$ cat src/rtl/bus_source_mux.sv
// Transmit end of the shared 8-bit bus: drives busfin/busin from A, B, ALU or
// a small input FIFO, with req/ack toward the control unit.
module bus_source_mux #(
    parameter int IN_DEPTH = 4,
    parameter int WAIT_MAX = 255
) (
    input  logic       clk,
    input  logic       rst,
    input  logic       req,
    input  logic [2:0] sel,
    input  logic [7:0] src_a,
    input  logic [7:0] src_b,
    input  logic [7:0] src_alu,
    input  logic [7:0] in_data,
    input  logic       in_valid,
    output logic       in_ready,
    output logic [7:0] busfin,
    output logic       busin,
    output logic       ack,
    output logic       busy,
    output logic       err
);

    localparam int AW = $clog2(IN_DEPTH);
    localparam logic [AW:0] FULL_CNT = IN_DEPTH[AW:0];
    localparam logic [7:0] WAIT_LAST = 8'(WAIT_MAX - 1);

    localparam logic [0:0] S_IDLE = 1'b0;
    localparam logic [0:0] S_WAIT = 1'b1;

    logic [7:0]    mem_q [IN_DEPTH];
    logic [AW-1:0] wr_ptr_q, wr_ptr_d;
    logic [AW-1:0] rd_ptr_q, rd_ptr_d;
    logic [AW:0]   count_q, count_d;

    logic [0:0] state_q, state_d;
    logic [7:0] wcnt_q, wcnt_d;

    logic [7:0] busfin_q, busfin_d;
    logic       busin_q, busin_d;
    logic       ack_q, ack_d;
    logic       err_q, err_d;

    logic       full, empty, push, pop;
    logic [7:0] head;

    assign full     = (count_q == FULL_CNT);
    assign empty    = (count_q == '0);
    assign in_ready = !full && !rst;
    assign push     = in_valid && in_ready;
    assign head     = mem_q[rd_ptr_q];

    always_comb begin
        state_d  = state_q;
        wcnt_d   = wcnt_q;
        pop      = 1'b0;
        busfin_d = 8'h00;
        busin_d  = 1'b0;
        ack_d    = 1'b0;
        err_d    = 1'b0;
        case (state_q)
            S_IDLE: begin
                if (req) begin
                    unique case (sel)
                        3'h1: begin
                            busfin_d = src_a;
                            busin_d  = 1'b1;
                            ack_d    = 1'b1;
                        end
                        3'h2: begin
                            busfin_d = src_b;
                            busin_d  = 1'b1;
                            ack_d    = 1'b1;
                        end
                        3'h3: begin
                            busfin_d = src_alu;
                            busin_d  = 1'b1;
                            ack_d    = 1'b1;
                        end
                        3'h4: begin
                            if (!empty) begin
                                pop      = 1'b1;
                                busfin_d = head;
                                busin_d  = 1'b1;
                                ack_d    = 1'b1;
                            end else begin
                                state_d = S_WAIT;
                                wcnt_d  = 8'd0;
                            end
                        end
                        default: begin
                            ack_d = 1'b1;
                            err_d = 1'b1;
                        end
                    endcase
                end
            end
            S_WAIT: begin
                // A word arriving on the last wait cycle still wins over the timeout.
                if (!empty) begin
                    pop      = 1'b1;
                    busfin_d = head;
                    busin_d  = 1'b1;
                    ack_d    = 1'b1;
                    state_d  = S_IDLE;
                end else if (wcnt_q == WAIT_LAST) begin
                    ack_d   = 1'b1;
                    err_d   = 1'b1;
                    state_d = S_IDLE;
                    wcnt_d  = 8'd0;
                end else begin
                    wcnt_d = wcnt_q + 8'd1;
                end
            end
            default: state_d = S_IDLE;
        endcase
    end

    always_comb begin
        wr_ptr_d = push ? wr_ptr_q + 1'b1 : wr_ptr_q;
        rd_ptr_d = pop ? rd_ptr_q + 1'b1 : rd_ptr_q;
        count_d  = count_q;
        unique case ({push, pop})
            2'b10:   count_d = count_q + 1'b1;
            2'b01:   count_d = count_q - 1'b1;
            default: count_d = count_q;
        endcase
    end

    always_ff @(posedge clk) begin
        if (rst) begin
            wr_ptr_q <= '0;
            rd_ptr_q <= '0;
            count_q  <= '0;
            state_q  <= S_IDLE;
            wcnt_q   <= 8'd0;
            busfin_q <= 8'h00;
            busin_q  <= 1'b0;
            ack_q    <= 1'b0;
            err_q    <= 1'b0;
        end else begin
            wr_ptr_q <= wr_ptr_d;
            rd_ptr_q <= rd_ptr_d;
            count_q  <= count_d;
            state_q  <= state_d;
            wcnt_q   <= wcnt_d;
            busfin_q <= busfin_d;
            busin_q  <= busin_d;
            ack_q    <= ack_d;
            err_q    <= err_d;
        end
    end

    always_ff @(posedge clk) begin
        if (push) begin
            mem_q[wr_ptr_q] <= in_data;
        end
    end

    assign busfin = busfin_q;
    assign busin  = busin_q;
    assign ack    = ack_q;
    assign err    = err_q;
    assign busy   = (state_q == S_WAIT);

endmodule

$ cat config.mk
export PLATFORM = sky130hd
export DESIGN_NAME = bus_source_mux
export DESIGN_NICKNAME = d
export VERILOG_FILES = /design/src/rtl/bus_source_mux.sv
export SDC_FILE = /design/constraint.sdc
export NUM_CORES = 1
export LEC_CHECK = 0
export CORE_MARGIN = 10
export CORE_UTILIZATION = 30
export CTS_CLUSTER_SIZE = 10
export DETAILED_ROUTE_END_ITERATION = 7
export HOLD_SLACK_MARGIN = 0.15
export PLACE_DENSITY = 0.62
export SYNTH_ARGS = -nofsm -noshare
export SYNTH_HDL_FRONTEND = slang
export SYNTH_SLANG_ARGS = --single-unit
$ cat constraint.sdc
create_clock -name clk -period 2.5 [get_ports clk]
set_input_delay 0.375 -clock clk [delete_from_list [all_inputs] [get_ports clk]]
set_output_delay 0.375 -clock clk [all_outputs]
set_load 0.01 [all_outputs]
# [After elaboration in Yosys (flattened, before gate mapping)]
# Memories as Yosys holds them, arrays and structs flattened. A register that Yosys moved wholly into a read port is not among the register bits.
# Cells that the tools add are included.
[word_totals] register_bits=27 ram_bits=32 in_bits=39 elab_cells=74 n_memories=1
[classes] add_sub_neg=5 n_eq_ne=12 muxes=37 n_bitwise=1 reduce_logical=9
[mem_list] memory="mem_q" words=4 width=8 rd=1 rd_ports_with_merged_regs=1 wr=1 line_no="31" text="logic [7:0] mem_q [IN_DEPTH];"
[ops] operator="$mux W8" n=7
[ops] operator="$pmux W8 S2" n=2
[ops] operator="$pmux W8 S4" n=1
[ops] operator="$mux W1" n=18
[ops] operator="$pmux W1 S2" n=6
[ops] operator="$add A8 B1 Y8 const B" n=1
[ops] operator="$eq A8 B8 Y1 const B" n=1
[ops] operator="$eq A3 B2 Y1 const B" n=2
[ops] operator="$eq A3 B3 Y1 const B" n=2
[ops] operator="$pmux W3 S2" n=1
[ops] operator="$add A2 B1 Y2 const B" n=2
[ops] operator="$mux W2" n=2
[ops] operator="$ne A2 B1 Y1 const B" n=2
[ops] operator="$ne A2 B2 Y1 const B" n=2
[ops] operator="$reduce_and A4 Y1" n=1
[ops] operator="$reduce_or A4 Y1" n=1
[ops] operator="$add A3 B1 Y3 const B" n=1
[ops] operator="$eq A3 B1 Y1 const B" n=1
[ops] operator="$logic_not A3 Y1" n=1
[ops] operator="$reduce_or A3 Y1" n=1
[ops] operator="$sub A3 B1 Y3 const B" n=1
[ops] operator="$eq A2 B1 Y1 const B" n=1
[ops] operator="$eq A2 B2 Y1 const B" n=1
[ops] operator="$logic_and A1 B1 Y1" n=2
[ops] operator="3 further kinds" n=4

# [Depth between registers and ports, before layout]
[logic_depth] word_depth=7 depth_mapped=9 mapped_depth_nobuf=9

# [Least setup slack after synthesis]
# OpenSTA, ideal clock, no wires.
[synth_path] path_kind="input to register" from="input port sel[2]" to="register count_q[2]" t_arrival_ns=2.226 required_time_ns=2.429 slack_ns=0.204 cell_stages=9 path_buffers=1 path_cell_list="buf_2 > nand4bb_1 > a21oi_2 > ha_1 > inv_1 > fa_1 > xor2_1 > or3_1 > a21oi_1"
[synth_via] elab_chain_len=6
[synth_rtl] item="start, declared" line_no="10" text="input logic [2:0] sel,"
[synth_rtl] item="$eq A3 B3 Y1 *" line_no="64" text="unique case (sel)"
[synth_rtl] item="$mux W1 *" line_no="64"
[synth_rtl] item="$mux W1 *" line_no="63" text="if (req) begin"
[synth_rtl] item="$pmux W1 S2 *" line_no="61" text="case (state_q)"
[synth_rtl] item="net pop" line_no="44" text="logic full, empty, push, pop;"
[synth_rtl] item="$eq A2 B1 Y1 / $eq A2 B2 Y1 (equally long branches)" line_no="123" text="unique case ({push, pop})"
[synth_rtl] item="$pmux W3 S2 / $reduce_bool A2 Y1 (equally long branches)"
[synth_rtl] item="end signal, assigned" line_no="144" text="count_q <= count_d;"
[synth_rtl] item="end, declared" line_no="34" text="logic [AW:0] count_q, count_d;"
# The timed path passes the listed nets; every way through them passes the cells marked *.
# A chain may end at the register's enable or synchronous reset.

# [Final worst setup path]
[layout_path] from="input port sel[0]" to="register count_q[2]"
# Same word-level chain as after synthesis.

==> flow_metrics.tcl <==
set metrics [dict create \
    status "finished clean" \
    wirelength_um 6450 \
    cts_inserted_buffers 9 \
    via_count 1957 \
    setup_viol_count_final 0 \
    design.core.area_sq_um 8810 \
    synthTopCellsByArea "edfxtp_1 35%, dfxtp_1 21%, mux4_2 6.6%" \
    cts.sinks 61 \
    async_flop_share 0 \
    synth_warnings 0 \
    maxSlewViolCount 0 \
    ir_worst_vdd_mv 0.243 \
    cp-end-kind "flop" \
    path_class "input pin to flop" \
    clock_latency_ns 0.35 \
    cts_resized 0 \
    synthXorXnorAreaFrac 0.0193 \
    drt_iter0_drc 71 \
    postCtsHoldBufs 0 \
    yosysTopAreaCell "edfxtp_1" \
    fin_crit_sh 0.870 \
    clkTransAtPathRegs_ns 0.07 \
    relSlewSlack 0.640 \
    cp_max_fo 2 \
    dp_hpwl_um 4730 \
    synth-main-ff-cell "edfxtp_1" \
    p_leak_nw 1.23 \
    syn_to_final_growth_pct 33.0 \
    cts_htree_levels 3 \
    grt_pass1_wl_um 10300 \
    path_cells "clkdlybuf4s50_1, nand4bb_1, a21oi_2, ha_1, inv_1, fa_1, xor2_1, or3_1, a21oi_1" \
    drc 0 \
    dieArea_sq_um 13300 \
    synth_top_family_by_area "compound AO/OA/AOI/OAI gates" \
    start_util 0.310 \
    synthAdderAreaFrac 0.0394 \
    portBuffers 51 \
    hp-class "flop to flop" \
    seq_area_frac_synth 0.565 \
    regArea_sq_um 1540 \
    cts-root-buf "clkbuf_8" \
    synth_edf_count 32 \
    syn_nets 264 \
    overflow 0 \
    multi_input_area_sq_um 1100 \
    synth-seq-cells 61 \
    fillCellCount 826 \
    rsz0062_at_grt "false" \
    syn_area_sq_um 2730 \
    cts_buffer_depth 2 \
    place.gp.congestion 0.769 \
    synth-compound-area-share 0.126 \
    track_usage 0.100 \
    worst_pin_slew_ns 0.538 \
    crit_arrival_ns 2.45 \
    dr.pass1.iters 6 \
    max_cap_violations 0 \
    dpl_cell_area_sq_um 3410 \
    die_h_um 115 \
    routedWlPerCell_um 16.4 \
    final_area_sq_um 3630 \
    fin_nets 327 \
    post_cts_buffers 0 \
    fin_cells 393 \
    drive_gt1_frac 0.179 \
    fp.dieW_um 115 \
    grt_max_degree 31 \
    placementRows 34 \
    crit_path_start_kind "input pin" \
    hold_viol 0 \
    avgSynthCellArea_sq_um 12.6 \
    synth_cell_types 49 \
    synth_mux_area_frac 0.0990 \
    powerDensity_nw_per_um2 641 \
    synth.most_common_cell "edfxtp_1" \
    max_freq_mhz 460 \
    finClkSkew_ns 0.0118 \
    critPathMaxStageDelay_ns 0.42 \
    grt_antenna_before_repair 0 \
    dp_cells 377 \
    crit_slowest_cell "clkdlybuf4s50_1" \
    num_antenna_cells 0 \
    crit_required_ns 2.78 \
    synthSimpleGateAreaFrac 0.120 \
    pin_count 52 \
    synth_commonest_cells "32 x edfxtp_1, 29 x dfxtp_1, 22 x nor2_1" \
    synth_top_area_frac 0.352 \
    viasPerCell 4.98 \
    netlist_instances 217 \
    period_needed_ns 2.17 \
    grt_pass1_vias 1998 \
    cts_tree "done" \
    antenna_left 0 \
]
-- cell families (layout without fill, tap and decap cells) --
logic type               count (synthesis)  in the layout
AO/OA/AOI/OAI                           46             46
XOR/XNOR                                 6              6
adder cells (fa/ha/maj)                  8              8
buffers and inverters                   20             88
flip-flops                              61             61
AND/OR/NAND/NOR                         60             60
multiplexers                            16             16
-- path summary, 6_finish.rpt --
check,start,end,slack (ns),cells after the start
max,sel[0],count_q[2],0.33,9
min,wcnt_q[7],wcnt_q[7],0.51,2
max reg2reg,count_q[2],count_q[2],0.47,8
min reg2reg,wcnt_q[7],wcnt_q[7],0.51,2
-- metal layers --
layer	wire [um]	global-route usage	up-vias
met2	3070	0.161	43
met3	361	0.0307	10
met5	0	0	-
met1	2890	0.118	956
met4	124	0.0532	0
li1	-	-	948
-- critical path, delay by kind of cell --
kind,cells,cell delay [ns]
compound gates,2,0.33
xor+xnor,1,0.16
fa+ha+maj,2,0.55
buf+inv,2,0.48
simple gates,2,0.56
-- registers in the layout (all words and copies together), names as in the netlist, named ones only --
signal	count
ack	1
busfin	8
busin	1
busy	1
count_q	3
err	1
mem_q	32
rd_ptr_q	2
wcnt_q	8
wr_ptr_q	2
-- power by group --
| group | switching (mW) | internal (mW) | total, mW | leakage [nW] |
|---|---|---|---|---|
| clock | 0.409 | 0.563 | 0.973 | 0.106 |
| sequential | 0.0174 | 1.08 | 1.10 | 0.526 |
| combinational | 0.113 | 0.139 | 0.252 | 0.602 |
-- cells in the final DEF, fill, tap and decap left out, drive strengths merged, types with 2 or more instances in the layout --
| cell type | Yosys | routed |
|---|---|---|
| a211oi | 2 | 2 |
| or3 | 3 | 3 |
| clkbuf | 4 | 9 |
| a21oi | 10 | 10 |
| inv | 10 | 11 |
| nand4 | 2 | 2 |
| nor2b | 2 | 2 |
| clkinv | 0 | 2 |
| buf | 6 | 11 |
| mux4 | 8 | 8 |
| xnor2 | 2 | 2 |
| clkinvlp | 0 | 2 |
| edfxtp | 32 | 32 |
| mux2 | 8 | 8 |
| ha | 7 | 7 |
| dfxtp | 29 | 29 |
| o21ai | 5 | 5 |
| a311oi | 2 | 2 |
| and2 | 4 | 4 |
| a22oi | 8 | 8 |
| bufinv | 0 | 2 |
| nand2 | 6 | 6 |
| nand3b | 2 | 2 |
| nand3 | 4 | 4 |
| a31oi | 4 | 4 |
| a22o | 8 | 8 |
| nor2 | 22 | 22 |
| xor2 | 4 | 4 |
| nor3 | 6 | 6 |
| and3 | 2 | 2 |
| clkdlybuf4s50 | 0 | 51 |
-- layout make-up --
class,count,area share
inverters,10,0.0103
clock inverters,7,0.0269
clock buffers,9,0.0341
well taps,108,0.0372
repair buffers,62,0.163
multi-input cells,136,0.303
flip-flops and latches,61,0.425
-- metrics by stage --
stage | power [mW] | hold slack, ns | utilization | setup TNS (ns) | setup WS, ns
finish | 2.33 | 0.508 | 0.412 | 0 | 0.326
detailed placement | 1.38 | 0.488 | 0.387 | -0.0450 | -0.0450
global route | 2.42 | 0.522 | 0.412 | 0 | 0.183
global placement | 1.37 | 0.495 | 0.387 | 0 | 0.0307
CTS | 2.35 | 0.497 | 0.412 | 0 | 0.306
floorplan | 1.24 | 0.470 | - | 0 | 0.204
No activity file was read; power rests on OpenSTA's default activity.
